<file path="src/rtl/pipeline_if_stage1_if.sv">
// Instruction-memory request/response bus between the fetch stage and imem.
//   imem_req    : request valid (fetch -> mem), held with imem_addr until imem_gnt
//   imem_addr   : 64-bit word-aligned fetch address
//   imem_gnt    : memory accepted the request this cycle
//   imem_rvalid : response data valid
//   imem_rdata  : 32-bit instruction word
// Modports: master = fetch stage, slave = memory.
interface pipeline_if_stage1_if;
  logic        imem_req;
  logic [63:0] imem_addr;
  logic        imem_gnt;
  logic        imem_rvalid;
  logic [31:0] imem_rdata;

  modport master (
    output imem_req, imem_addr,
    input  imem_gnt, imem_rvalid, imem_rdata
  );

  modport slave (
    input  imem_req, imem_addr,
    output imem_gnt, imem_rvalid, imem_rdata
  );
endinterface

</file>
<file path="src/rtl/pipeline_if_stage1.sv">
// Instruction fetch stage 1: issues one outstanding imem request at a time,
// presents the fetched instruction and its PC to the decode-control stage,
// absorbs downstream stalls with a one-entry buffer and handles redirects.
//
// Ports:
//   clk            : clock, all state updates on rising edge
//   reset          : asynchronous active-high reset
//   stall          : decode-control not accepting; outputs hold
//   redirect       : jump/branch/flush redirect request (highest priority)
//   redirect_pc    : new fetch address, bits [1:0] ignored
//   imem           : instruction memory bus (master side)
//   instruction_IF : fetched instruction (NOP_INST when no instruction)
//   pc_IFR         : PC of instruction_IF
//   valid_IF       : instruction_IF/pc_IFR hold a real instruction
//
// state   | meaning
// --------+-----------------------------------------------------------
// ST_REQ  | request driven on imem (imem_req=1, imem_addr=fetch_pc)
// ST_WAIT | request granted, awaiting imem_rvalid
// ST_HOLD | instruction captured while stalled, no request in flight
module pipeline_if_stage1 #(
  parameter logic [63:0] RESET_PC = 64'h0000_0000_8000_0000,
  parameter logic [31:0] NOP_INST = 32'h0000_0013
) (
  input  logic                        clk,
  input  logic                        reset,
  input  logic                        stall,
  input  logic                        redirect,
  input  logic [63:0]                 redirect_pc,
  pipeline_if_stage1_if.master        imem,
  output logic [31:0]                 instruction_IF,
  output logic [63:0]                 pc_IFR,
  output logic                        valid_IF
);

  typedef enum logic [1:0] {ST_REQ, ST_WAIT, ST_HOLD} state_t;

  state_t      state;
  logic [63:0] fetch_pc;
  logic [63:0] addr_q;
  logic        req_q;
  logic        discard;
  logic        buf_valid;
  logic [31:0] buf_inst;
  logic [63:0] buf_pc;

  logic [63:0] redirect_addr;
  logic [63:0] pc_inc;
  logic        gnt_hit;

  assign redirect_addr  = {redirect_pc[63:2], 2'b00};
  assign pc_inc         = fetch_pc + 64'd4;
  // gnt only counts while a request is actually on the bus (not the idle
  // cycle straight out of reset).
  assign gnt_hit        = req_q & imem.imem_gnt;
  assign imem.imem_req  = req_q;
  assign imem.imem_addr = addr_q;

  always_ff @(posedge clk or posedge reset) begin
    if (reset) begin
      state          <= ST_REQ;
      fetch_pc       <= RESET_PC;
      addr_q         <= RESET_PC;
      req_q          <= 1'b0;
      discard        <= 1'b0;
      buf_valid      <= 1'b0;
      buf_inst       <= NOP_INST;
      buf_pc         <= '0;
      instruction_IF <= NOP_INST;
      pc_IFR         <= '0;
      valid_IF       <= 1'b0;
    end else if (redirect) begin
      fetch_pc       <= redirect_addr;
      instruction_IF <= NOP_INST;
      valid_IF       <= 1'b0;
      buf_valid      <= 1'b0;
      if ((state == ST_WAIT && !imem.imem_rvalid) || (state == ST_REQ && gnt_hit)) begin
        // A request is in flight; its response must be dropped on arrival.
        state   <= ST_WAIT;
        req_q   <= 1'b0;
        discard <= 1'b1;
      end else begin
        // Nothing in flight (or the stale response lands right now and is
        // simply not captured). Refetch waits for stall to drop.
        discard <= 1'b0;
        if (stall) begin
          state <= ST_HOLD;
          req_q <= 1'b0;
        end else begin
          state  <= ST_REQ;
          req_q  <= 1'b1;
          addr_q <= redirect_addr;
        end
      end
    end else begin
      case (state)
        ST_REQ: begin
          if (gnt_hit) begin
            state <= ST_WAIT;
            req_q <= 1'b0;
          end else begin
            req_q <= 1'b1;
          end
          if (!stall) begin
            instruction_IF <= NOP_INST;
            valid_IF       <= 1'b0;
          end
        end

        ST_WAIT: begin
          if (imem.imem_rvalid && discard) begin
            discard <= 1'b0;
            state   <= ST_REQ;
            req_q   <= 1'b1;
            addr_q  <= fetch_pc;
            if (!stall) begin
              instruction_IF <= NOP_INST;
              valid_IF       <= 1'b0;
            end
          end else if (imem.imem_rvalid) begin
            fetch_pc <= pc_inc;
            if (!stall) begin
              instruction_IF <= imem.imem_rdata;
              pc_IFR         <= fetch_pc;
              valid_IF       <= 1'b1;
              state          <= ST_REQ;
              req_q          <= 1'b1;
              addr_q         <= pc_inc;
            end else begin
              state <= ST_HOLD;
              if (!valid_IF) begin
                // Outputs hold nothing real, so they can take it directly.
                instruction_IF <= imem.imem_rdata;
                pc_IFR         <= fetch_pc;
                valid_IF       <= 1'b1;
              end else begin
                buf_valid <= 1'b1;
                buf_inst  <= imem.imem_rdata;
                buf_pc    <= fetch_pc;
              end
            end
          end else if (!stall) begin
            instruction_IF <= NOP_INST;
            valid_IF       <= 1'b0;
          end
        end

        ST_HOLD: begin
          if (!stall) begin
            state  <= ST_REQ;
            req_q  <= 1'b1;
            addr_q <= fetch_pc;
            if (buf_valid) begin
              instruction_IF <= buf_inst;
              pc_IFR         <= buf_pc;
              valid_IF       <= 1'b1;
              buf_valid      <= 1'b0;
            end else begin
              instruction_IF <= NOP_INST;
              valid_IF       <= 1'b0;
            end
          end
        end

        default: begin
          state <= ST_REQ;
          req_q <= 1'b0;
        end
      endcase
    end
  end

endmodule

</file>
<file path="src/flat_wrapper.sv">
// flat-port wrapper written by rule: the top's interface ports become plain ports
module pipeline_if_stage1_flat 
#(
  parameter logic [63:0] RESET_PC = 64'h0000_0000_8000_0000,
  parameter logic [31:0] NOP_INST = 32'h0000_0013
)
  (clk, reset, stall, redirect, redirect_pc, instruction_IF, pc_IFR, valid_IF, imem_imem_req, imem_imem_addr, imem_imem_gnt, imem_imem_rvalid, imem_imem_rdata);
  pipeline_if_stage1_if imem_i ();
  input  logic clk;
  input  logic reset;
  input  logic stall;
  input  logic redirect;
  input  logic [63:0] redirect_pc;
  output logic [31:0] instruction_IF;
  output logic [63:0] pc_IFR;
  output logic valid_IF;
  output wire logic [$bits(imem_i.imem_req)-1:0] imem_imem_req;
  output wire logic [$bits(imem_i.imem_addr)-1:0] imem_imem_addr;
  input wire logic [$bits(imem_i.imem_gnt)-1:0] imem_imem_gnt;
  input wire logic [$bits(imem_i.imem_rvalid)-1:0] imem_imem_rvalid;
  input wire logic [$bits(imem_i.imem_rdata)-1:0] imem_imem_rdata;
  assign imem_imem_req = imem_i.imem_req;
  assign imem_imem_addr = imem_i.imem_addr;
  assign imem_i.imem_gnt = imem_imem_gnt;
  assign imem_i.imem_rvalid = imem_imem_rvalid;
  assign imem_i.imem_rdata = imem_imem_rdata;
  pipeline_if_stage1 #(.RESET_PC(RESET_PC), .NOP_INST(NOP_INST)) u_core (.clk(clk), .reset(reset), .stall(stall), .redirect(redirect), .redirect_pc(redirect_pc), .imem(imem_i), .instruction_IF(instruction_IF), .pc_IFR(pc_IFR), .valid_IF(valid_IF));
endmodule
</file>
<file path="config.mk">
export PLATFORM = sky130hd
export DESIGN_NAME = pipeline_if_stage1_flat
export DESIGN_NICKNAME = d
export VERILOG_FILES = /design/src/rtl/pipeline_if_stage1_if.sv /design/src/rtl/pipeline_if_stage1.sv /design/src/flat_wrapper.sv
export SDC_FILE = /design/constraint.sdc
export NUM_CORES = 1
export LEC_CHECK = 0
export ABC_AREA = 0
export CORE_MARGIN = 2
export CORE_UTILIZATION = 50
export CTS_BUF_LIST = sky130_fd_sc_hd__clkbuf_16
export CTS_CLUSTER_DIAMETER = 150
export DETAILED_ROUTE_END_ITERATION = 10
export PLACE_DENSITY = 0.85
export SYNTH_ARGS = -nofsm -noshare
export SYNTH_HDL_FRONTEND = slang
export SYNTH_SLANG_ARGS = --single-unit
</file>
<file path="constraint.sdc">
create_clock -name clk -period 12.3 [get_ports clk]
set_input_delay 1.845 -clock clk [delete_from_list [all_inputs] [get_ports clk]]
set_output_delay 1.845 -clock clk [all_outputs]
set_load 0.005 [all_outputs]
</file>
==> results.yml <==
timing:
  clock_skew_ns: 0.0281
  drv_slew: 0
  setup_violations: 0
  tightest_slew_ns: 1.13
  fin_hold_ws_ns: 0.458
  fin_tns_setup_ns: 0
  rsz0062_at_grt: "false"
  finalCritPeriodShare_pct: 46.8
  fin_crit_ns: 5.75
  fmax_ghz: 0.174
  hold_viol_final: 0
  slew_headroom_pct: 24.6
cells_and_area:
  final_cells: 2208
  finish.utilization_pct: 63.4
  area_growth_pct: 25.1
  drive_gt1_share_pct: 12.3
  final_area_sq_um: 20000
  fillers: 2434
  nets: 1883
drt:
  drt_wl_total_um: 45300
  vias_per_cell: 6.02
  drt_iter0_markers: 1246
  drc: 0
  vias: 13300
  first_pass_iters: 5
  ant_nets: 0
  routedWlPerCell_um: 20.5
critical_path:
  crit_required_ns: 12.71
  path_cells: "buf_2 -> buf_4 -> clkinv_2 -> a21oi_1 -> a21o_4 -> nor2_1 -> buf_4 -> a221o_1"
  path_delay_family: "buffers and inverters"
  path_buf_inv: 4
  criticalPathCategory: "input pin to register"
  arrival_ns: 6.16
  crit_fanout: 92
  crit_path_start_kind: "input pin"
  crit_path_end_kind: "register"
  critPathSlowestCell: "clkinv_2"
  cp_common_cell: "buf_4"
  cpPeakStageDelay_ns: 0.82
synthesis:
  synth-seq-area-share_pct: 50.0
  yosysWarnings: 0
  synth_area_per_cell_sq_um: 9.97
  synthCells: 1604
  synthArstFlopShare_pct: 100
  ys_ff_latch: 319
  ys.flop_type: "dfrtp_1"
  ys_types: 62
  syn_area_sq_um: 16000
  synth_edf_count: 0
clock_tree:
  htreeDepth: 2
  cts_resized: 0
  ctsHoldBuffers: 0
  cts_tree: "yes"
  clock-root-buffer: "clkbuf_16"
  cts.clk_slew.worst_paths_ns: 0.06
  insertion_delay_ns: 0.53
  clkSinkCount: 319
  cts_buffers: 36
  clock_path_buffers: 3
  postCtsSetupRepairBufs: 0
power_and_ir_drop:
  leakage_nw: 8.25
  peakVddDrop_mv: 0.134
  p_per_area_nw_per_um2: 210
die:
  start_util_pct: 50.7
  coreArea_sq_um: 31600
  fp-row-count: 65
  die_h_um: 183
  io_pins: 264
  die_area_sq_um: 33400
  die_x_um: 183
grt:
  track_usage_pct: 26.9
  grt_overflow: 0
  antenna_found_initial: 3
  grt_pass1_wl_um: 71800
  grt_max_degree: 125
  grt_pass1_vias: 13200
placement:
  dp_hpwl_um: 29700
  postPlaceCellArea_sq_um: 18700
  io_buffers: 259
  dp_cells: 2140
  gp_congestion: 0.870
status:
  outcome: "finished, final reports clean"
worst_hold_path:
  hp-class: "register to register"
run:
  max-cap-violations: 0
## routing by layer
metal / wire, um / vias to the layer above / global-route usage [%]
met5: 13 / - / 0
met3: 4480 / 126 / 6.97
met4: 1540 / 2 / 9.79
li1: - / 5960 / -
met1: 18100 / 6562 / 36.4
met2: 21200 / 647 / 42.0
## logic make-up (layout without fill, tap and decap cells)
| group | after synthesis | in the layout | share of synthesized area (%) |
|---|---|---|---|
| compound gates | 318 | 318 | 11.8 |
| xor+xnor | 106 | 106 | 5.80 |
| fa+ha+maj | 5 | 5 | 0.391 |
| buf+inv | 165 | 364 | 4.14 |
| flops | 319 | 319 | 50.0 |
| mux | 197 | 197 | 13.2 |
| other cells | 1 | 4 | 0.0234 |
| simple gates | 493 | 493 | 14.6 |
## stage by stage
step | power [mW] | setup slack [ns]
3_5_place_dp | 3.03 | 6.15
5_1_grt | 4.42 | 6.37
6_report | 4.20 | 6.55
2_1_floorplan | 2.32 | 1.64
4_1_cts | 4.21 | 6.67
3_3_place_gp | 2.97 | 6.26
## final cells by class
cell class	count	area [sq um]	area share, %
inverters	18	76.3	0.381
well taps	402	503	2.51
flip-flops and latches	319	7990	39.9
repair buffers	280	2750	13.7
clock buffers	38	951	4.75
clock inverters	28	338	1.69
multi-input cells	1121	7410	37.0
diodes	2	5.00	0.0250
## cell usage after synthesis (12+ instances only)
| cell type | instances | area share [%] |
|---|---|---|
| nor4_1 | 18 | 0.70 |
| a21boi_0 | 12 | 0.56 |
| xor2_1 | 33 | 1.8 |
| nor2_1 | 80 | 1.9 |
| mux2_2 | 116 | 8.2 |
| nand4_1 | 44 | 1.7 |
| xnor2_1 | 73 | 4.0 |
| o21ai_0 | 154 | 4.8 |
| a21oi_1 | 50 | 1.6 |
| nand2b_1 | 16 | 0.63 |
| nand3_1 | 37 | 1.2 |
| nand2_1 | 222 | 5.2 |
| clkbuf_1 | 110 | 2.6 |
| mux2i_1 | 81 | 5.1 |
| buf_2 | 19 | 0.59 |
| inv_1 | 17 | 0.40 |
| buf_1 | 13 | 0.31 |
| dfrtp_1 | 311 | 49 |
| nor3_1 | 26 | 0.81 |
| a22oi_1 | 36 | 1.7 |
## where the power goes
part / switching (mW) / leakage (nW) / internal (mW)
logic: 0.635 / 3.56 / 0.725
registers: 0.263 / 4.04 / 1.40
clock network: 0.441 / 0.651 / 0.727
## layout by cell type (no fill, tap or decap), types with 38 or more instances in the layout
cell / instances
dfrtp_1: 311
clkdlybuf4s50_1: 258
nand2_1: 222
o21ai_0: 153
mux2_2: 116
mux2i_1: 81
nor2_1: 79
xnor2_1: 73
a21oi_1: 49
nand4_1: 44
clkbuf_16: 38
## state kept, by name, indices dropped and copies added, names as in the netlist, 2 cells and up
| signal | flops |
|---|---|
| u_core.pc_IFR | 62 |
| u_core.buf_pc | 62 |
| u_core.instruction_IF | 32 |
| u_core.buf_inst | 32 |
| u_core.imem.imem_addr | 63 |
| u_core.fetch_pc | 62 |
| u_core.state | 2 |
## final timing paths
path	start	end	slack, ns	cells past startpoint
setup / recovery	redirect	u_core.imem.imem_addr[50]	6.55	8
hold / removal	u_core.imem.imem_addr[31]	u_core.imem.imem_addr[31]	0.46	2
setup reg to reg	u_core.state[0]	u_core.imem.imem_addr[50]	7.89	9
hold reg to reg	u_core.imem.imem_addr[31]	u_core.imem.imem_addr[31]	0.46	2
max in group asynchronous	reset	u_core.buf_pc[63]	8.11	4
min in group asynchronous	reset	u_core.pc_IFR[62]	1.79	2
## worst register-to-register path, cell delays in order, from the launching register on
cell and delay, ns:
dfrtp_1 0.42, inv_1 0.14, ha_4 0.62, buf_4 0.69, or3b_2 0.25, a21o_1 0.19
a21o_4 0.80, nor2_1 0.52, buf_4 0.35, a221o_1 0.33
Note: power is estimated with default switching activity, not from simulation.
